[src/rtl/pipe_control.sv]
// Pipelined control unit for a 5-stage LEGv8 core: decodes the IF/ID instruction and carries
// its control bundle through ID/EX, EX/MEM and MEM/WB, with load-use interlock and branch flush.
module pipe_control #(
  parameter int REG_AW         = 5,
  parameter int ALUOP_W        = 3,
  parameter int ZERO_REG       = 31,
  parameter int LOAD_USE_STALL = 1
) (
  input  logic               clk,
  input  logic               reset_n,
  input  logic [31:0]        instr_id,
  input  logic               valid_id,
  input  logic               zero_ex,
  output logic               reg2loc_id,
  output logic               illegal_id,
  output logic               stall_if,
  output logic               flush_ifid,
  output logic               alusrc_ex,
  output logic               alusrc1_ex,
  output logic [ALUOP_W-1:0] aluop_ex,
  output logic               br_taken_ex,
  output logic               uncond_br_ex,
  output logic               memwr_mem,
  output logic               memrd_mem,
  output logic               regwr_wb,
  output logic               memtoreg_wb,
  output logic [REG_AW-1:0]  rd_wb
);

  localparam logic [ALUOP_W-1:0] ALU_ADD = ALUOP_W'(3'b010);
  localparam logic [ALUOP_W-1:0] ALU_SUB = ALUOP_W'(3'b011);
  localparam logic [REG_AW-1:0]  ZR      = REG_AW'(ZERO_REG);

  typedef struct packed {
    logic               legal;
    logic               reg2loc;
    logic               alusrc;
    logic               alusrc1;
    logic [ALUOP_W-1:0] aluop;
    logic               memrd;
    logic               memwr;
    logic               regwr;
    logic               memtoreg;
    logic               is_b;
    logic               is_cbz;
    logic               use_rn;
    logic               use_rm;
    logic               use_rt;
  } dec_t;

  typedef struct packed {
    logic               valid;
    logic               alusrc;
    logic               alusrc1;
    logic [ALUOP_W-1:0] aluop;
    logic               memrd;
    logic               memwr;
    logic               regwr;
    logic               memtoreg;
    logic               is_b;
    logic               is_cbz;
    logic [REG_AW-1:0]  rd;
  } idex_t;

  typedef struct packed {
    logic              valid;
    logic              memrd;
    logic              memwr;
    logic              regwr;
    logic              memtoreg;
    logic [REG_AW-1:0] rd;
  } exmem_t;

  typedef struct packed {
    logic              valid;
    logic              regwr;
    logic              memtoreg;
    logic [REG_AW-1:0] rd;
  } memwb_t;

  dec_t   dec;
  idex_t  ex, ex_next;
  exmem_t mem;
  memwb_t wb;

  logic [REG_AW-1:0] rn, rm, rt;
  logic              id_live, src_match, hazard;

  assign rn = instr_id[5  +: REG_AW];
  assign rm = instr_id[16 +: REG_AW];
  assign rt = instr_id[0  +: REG_AW];

  // NOTE: every field gets a default before the case so no path leaves a latch behind.
  always_comb begin
    dec = '0;
    casez (instr_id[31:21])
      11'b10101011000: begin  // ADDS
        dec.legal = 1'b1; dec.reg2loc = 1'b1; dec.aluop = ALU_ADD; dec.regwr = 1'b1;
        dec.use_rn = 1'b1; dec.use_rm = 1'b1;
      end
      11'b11101011000: begin  // SUBS
        dec.legal = 1'b1; dec.reg2loc = 1'b1; dec.aluop = ALU_SUB; dec.regwr = 1'b1;
        dec.use_rn = 1'b1; dec.use_rm = 1'b1;
      end
      11'b1001000100?: begin  // ADDI
        dec.legal = 1'b1; dec.alusrc = 1'b1; dec.alusrc1 = 1'b1; dec.aluop = ALU_ADD;
        dec.regwr = 1'b1; dec.use_rn = 1'b1;
      end
      11'b1101000100?: begin  // SUBI
        dec.legal = 1'b1; dec.alusrc = 1'b1; dec.alusrc1 = 1'b1; dec.aluop = ALU_SUB;
        dec.regwr = 1'b1; dec.use_rn = 1'b1;
      end
      11'b11111000010: begin  // LDUR
        dec.legal = 1'b1; dec.alusrc = 1'b1; dec.aluop = ALU_ADD; dec.memrd = 1'b1;
        dec.regwr = 1'b1; dec.memtoreg = 1'b1; dec.use_rn = 1'b1;
      end
      11'b11111000000: begin  // STUR
        dec.legal = 1'b1; dec.alusrc = 1'b1; dec.aluop = ALU_ADD; dec.memwr = 1'b1;
        dec.use_rn = 1'b1; dec.use_rt = 1'b1;
      end
      11'b000101?????: begin dec.legal = 1'b1; dec.is_b = 1'b1; end
      11'b10110100???: begin dec.legal = 1'b1; dec.is_cbz = 1'b1; dec.use_rt = 1'b1; end
      default: ;
    endcase
  end

  assign id_live    = valid_id & dec.legal;
  assign reg2loc_id = id_live & dec.reg2loc;
  assign illegal_id = valid_id & ~dec.legal;

  assign src_match = (dec.use_rn && rn == ex.rd) || (dec.use_rm && rm == ex.rd) ||
                     (dec.use_rt && rt == ex.rd);
  assign hazard    = (LOAD_USE_STALL != 0) && ex.valid && ex.memrd && (ex.rd != ZR) &&
                     id_live && src_match;

  assign br_taken_ex  = ex.valid & (ex.is_b | (ex.is_cbz & zero_ex));
  assign uncond_br_ex = ex.valid & ex.is_b;
  assign flush_ifid   = br_taken_ex;
  // A taken branch squashes the ID instruction, so a stall against it would be meaningless.
  assign stall_if     = hazard & ~flush_ifid;

  always_comb begin
    ex_next = '0;
    if (id_live && !flush_ifid && !stall_if) begin
      ex_next.valid    = 1'b1;
      ex_next.alusrc   = dec.alusrc;
      ex_next.alusrc1  = dec.alusrc1;
      ex_next.aluop    = dec.aluop;
      ex_next.memrd    = dec.memrd;
      ex_next.memwr    = dec.memwr;
      ex_next.regwr    = dec.regwr;
      ex_next.memtoreg = dec.memtoreg;
      ex_next.is_b     = dec.is_b;
      ex_next.is_cbz   = dec.is_cbz;
      ex_next.rd       = rt;
    end
  end

  // NOTE: state registers use non-blocking assignments so every stage samples the old value.
  always_ff @(posedge clk or negedge reset_n) begin
    if (!reset_n) begin
      ex  <= '0;
      mem <= '0;
      wb  <= '0;
    end else begin
      ex           <= ex_next;
      mem.valid    <= ex.valid;
      mem.memrd    <= ex.memrd;
      mem.memwr    <= ex.memwr;
      mem.regwr    <= ex.regwr;
      mem.memtoreg <= ex.memtoreg;
      mem.rd       <= ex.rd;
      wb.valid     <= mem.valid;
      wb.regwr     <= mem.regwr;
      wb.memtoreg  <= mem.memtoreg;
      if (mem.regwr) wb.rd <= mem.rd;
    end
  end

  assign alusrc_ex   = ex.alusrc;
  assign alusrc1_ex  = ex.alusrc1;
  assign aluop_ex    = ex.aluop;
  assign memwr_mem   = mem.memwr;
  assign memrd_mem   = mem.memrd;
  assign regwr_wb    = wb.regwr;
  assign memtoreg_wb = wb.memtoreg;
  assign rd_wb       = wb.rd;

  logic unused_bits;
  assign unused_bits = ^{instr_id[15:10], wb.valid};

endmodule
[config.mk]
export PLATFORM = sky130hd
export DESIGN_NAME = pipe_control
export DESIGN_NICKNAME = d
export VERILOG_FILES = /design/src/rtl/pipe_control.sv
export SDC_FILE = /design/constraint.sdc
export NUM_CORES = 1
export LEC_CHECK = 0
export BUFFER_PORTS_ARGS = -buffer_cell sky130_fd_sc_hd__buf_2
export CAP_MARGIN = 20
export CORE_ASPECT_RATIO = 0.8
export CORE_MARGIN = 1
export CORE_UTILIZATION = 51
export CTS_BUF_LIST = sky130_fd_sc_hd__clkbuf_8
export DETAILED_ROUTE_END_ITERATION = 7
export PLACE_DENSITY = 0.85
export SYNTH_ARGS = -nofsm -noshare
export SYNTH_HDL_FRONTEND = slang
export SYNTH_SLANG_ARGS = --single-unit
[constraint.sdc]
create_clock -name clk -period 2.1 [get_ports clk]
set_input_delay 0.21 -clock clk [delete_from_list [all_inputs] [get_ports clk]]
set_output_delay 0.21 -clock clk [all_outputs]
set_load 0.01 [all_outputs]
==> results.py <==
metrics = {
    "placement": {
        "dpl.cell_count": 212,
        "hpwl_mm": 2.53,
        "gp_congestion": 0.888,
        "place_ws_ns": 0.139,
        "io_buffers": 48,
    },
    "die": {
        "io_pins": 56,
        "dieWidth_um": 63.4,
        "core_area_sq_um": 2810,
        "die_area_sq_um": 3250,
        "rows": 17,
        "die_y_um": 51.2,
        "initial_core_util": 0.549,
    },
    "grt": {
        "grt.total_usage": 0.230,
        "grt_max_degree": 31,
        "antenna_found_initial": 0,
        "grt_pass1_wl_mm": 5.57,
        "gr-total-overflow": 0,
        "grt_pass1_vias": 1214,
    },
    "timing": {
        "setup_ws_ns": 0.0213,
        "rsz0062_at_grt": "yes",
        "holdWs_ns": 0.183,
        "setup_violations": 0,
        "final.setup_skew_ns": 0.00811,
        "fin_crit_sh": 0.990,
        "maxSlewViolCount": 0,
        "final.min_clock_period_ns": 2.08,
        "worst_pin_slew_ns": 0.637,
        "fmax_mhz": 481,
        "hold_violations": 0,
        "max-slew-margin-rel": 0.575,
    },
    "finish": {
        "drive_gt1_frac": 0.446,
        "synthToLayoutAreaGrowth_pct": 26.2,
        "final_cells": 224,
        "fillers": 222,
        "final_nets": 221,
        "antenna_cells": 0,
        "utilization": 0.693,
    },
    "power_and_ir_drop": {
        "p_total_uw": 1150,
        "power_density_nw_per_um2": 593,
        "vdd_ir_drop_max_mv": 0.322,
        "p_leak_uw": 0.000971,
    },
    "detailed_routing": {
        "drt-total-wl_mm": 3.41,
        "vias_per_cell": 5.45,
        "remaining_drc_errors": 0,
        "dr.pass1.iters": 4,
        "drt_iter0_markers": 49,
        "ant_nets": 0,
        "num_vias": 1221,
        "post_drt_wl_per_cell_um": 15.2,
    },
    "clocking": {
        "tritoncts": "done",
        "htreeDepth": 2,
        "insertion_delay_ns": 0.28,
        "path_clk_slew_ns": 0.06,
        "clock_path_buffers": 2,
        "cts_made_buffers": 5,
        "cts_root_buffer": "clkbuf_8",
        "cts_sinks": 30,
    },
    "yosys": {
        "postSynth.asyncResetShare": 1.00,
        "synth_area_sq_um": 1540,
        "syn_avg_cell_area_sq_um": 11.8,
        "synth_cell_type_count": 38,
        "ys.warnings.count": 0,
        "synth_seq_area_share": 0.487,
        "synthCells": 130,
        "synth_nets": 166,
        "ys_seq_elements": 30,
        "synth_edf_count": 0,
        "synth_flop_cell": "dfrtp_1",
    },
    "hold_path": {
        "hp-class": "in -> reg",
    },
    "setup_path": {
        "worstSetupEndpointType": "output port",
        "path_max_fanout": 5,
        "critical_path_arrival_ns": 1.87,
        "cp_data_required_time_ns": 1.89,
        "startpoint_type": "register",
        "critPathKind": "reg -> out",
    },
    "run_status": {
        "outcome": "completed",
    },
    "job": {
        "maxCapViolCount": 0,
    },
}
## layout make-up
cell class	instances	area, sq um	share of cell area
inverters	2	7.51	0.00386
well taps	38	47.5	0.0245
clock inverters	2	8.76	0.00450
multi-input cells	92	753	0.387
repair buffers	54	288	0.148
flip-flops and latches	30	757	0.389
clock buffers	6	82.6	0.0425
## stage by stage
| stage | cell area, sq um | TNS, ns |
|---|---|---|
| 6_report | 1940 | 0 |
| 5_1_grt | 1940 | -0.0504 |
| 4_1_cts | 1920 | 0 |
| 3_5_place_dp | 1800 | 0 |
| 3_3_place_gp | 1800 | 0 |
| 2_1_floorplan | 1540 | 0 |
## timing repair
action,in CTS,in global routing
buffers inserted,1,2
endpoints found under the setup margin,1,1
gates cloned,0,0
hold buffers,1,0
pin swaps,4,3
gates resized for setup,6,2
endpoints found under the hold margin,30,0
## cell usage after synthesis, drive strengths merged, types with 4 or more instances
library cell   n  area, sq um
nor4           5         31.3
dfrtp         30          751
a211oi         6         45.0
xor2          10         87.6
mux2           5         56.3
buf            5         41.3
nor3b          6         45.0
and3           4         25.0
nor2           6         22.5
xnor2          5         43.8
nand2          4         15.0
nand3          4         20.0
## final timing paths
check | start | to | slack (ns) | cells past startpoint
worst max-delay path | ex[1] | stall_if | 0.02 | 6
worst min-delay path | instr_id[31] | ex[6] | 0.18 | 2
worst max register to register | ex[1] | ex[5] | 0.41 | 6
worst min register to register | ex[9] | memwr_mem | 0.35 | 0
max in group asynchronous | reset_n | ex[0] | 1.16 | 2
min in group asynchronous | reset_n | rd_wb[1] | 0.49 | 2
## worst max-delay path, stage by stage, from the launching register on
cell,delay [ns]
dfrtp_2,0.45
xor2_1,0.16
nor4_2,0.29
o2111ai_2,0.20
a31oi_4,0.18
nor2b_1,0.16
buf_2,0.14
## report_power, final
group	switching, uW	total, uW	internal [uW]
logic	63.0	109	45.6
clock network	206	464	259
registers	1.21	581	580
total	270	1150	884
## per-layer routing
layer	vias up	GRT usage	routed length, um
met5	-	0	0
met4	0	0.0568	52
met3	6	0.0625	209
met2	50	0.374	1620
met1	580	0.304	1530
li1	585	-	-
## registers in the layout (all words and copies together) (netlist names)
| register | flops |
|---|---|
| aluop_ex | 2 |
| alusrc1_ex | 1 |
| alusrc_ex | 1 |
| ex | 11 |
| mem | 6 |
| memrd_mem | 1 |
| memtoreg_wb | 1 |
| memwr_mem | 1 |
| rd_wb | 5 |
| regwr_wb | 1 |
## cells by family (layout without fill, tap and decap cells)
kind of cell | after synthesis | after routing | share of synthesized area
AO/OA/AOI/OAI | 18 | 18 | 0.110
other | 1 | 1 | 0.00243
AND/OR/NAND/NOR | 53 | 53 | 0.244
multiplexers | 5 | 5 | 0.0366
flip-flops | 30 | 30 | 0.487
XOR/XNOR | 15 | 15 | 0.0853
buffers and inverters | 8 | 64 | 0.0341
## cell usage in the layout (no fill, tap or decap), types with 2 or more instances in the layout
| master | count |
|---|---|
| dfrtp_2 | 5 |
| xnor2_1 | 5 |
| inv_1 | 3 |
| nor3_2 | 2 |
| dfrtp_1 | 25 |
| clkbuf_8 | 6 |
| and2_1 | 3 |
| nand3_1 | 4 |
| nand2_1 | 4 |
| xor2_1 | 10 |
| nor4_1 | 4 |
| and3_1 | 4 |
| nor2_1 | 6 |
| nand2b_1 | 3 |
| buf_2 | 48 |
| mux2_2 | 5 |
| a21oi_1 | 3 |
| o2111ai_2 | 2 |
| nor4b_4 | 2 |
| nor4bb_1 | 3 |
| buf_4 | 5 |
| nor3b_1 | 6 |
| nor2b_1 | 3 |
| a211oi_1 | 6 |
Power figures use the tool's default switching activity.
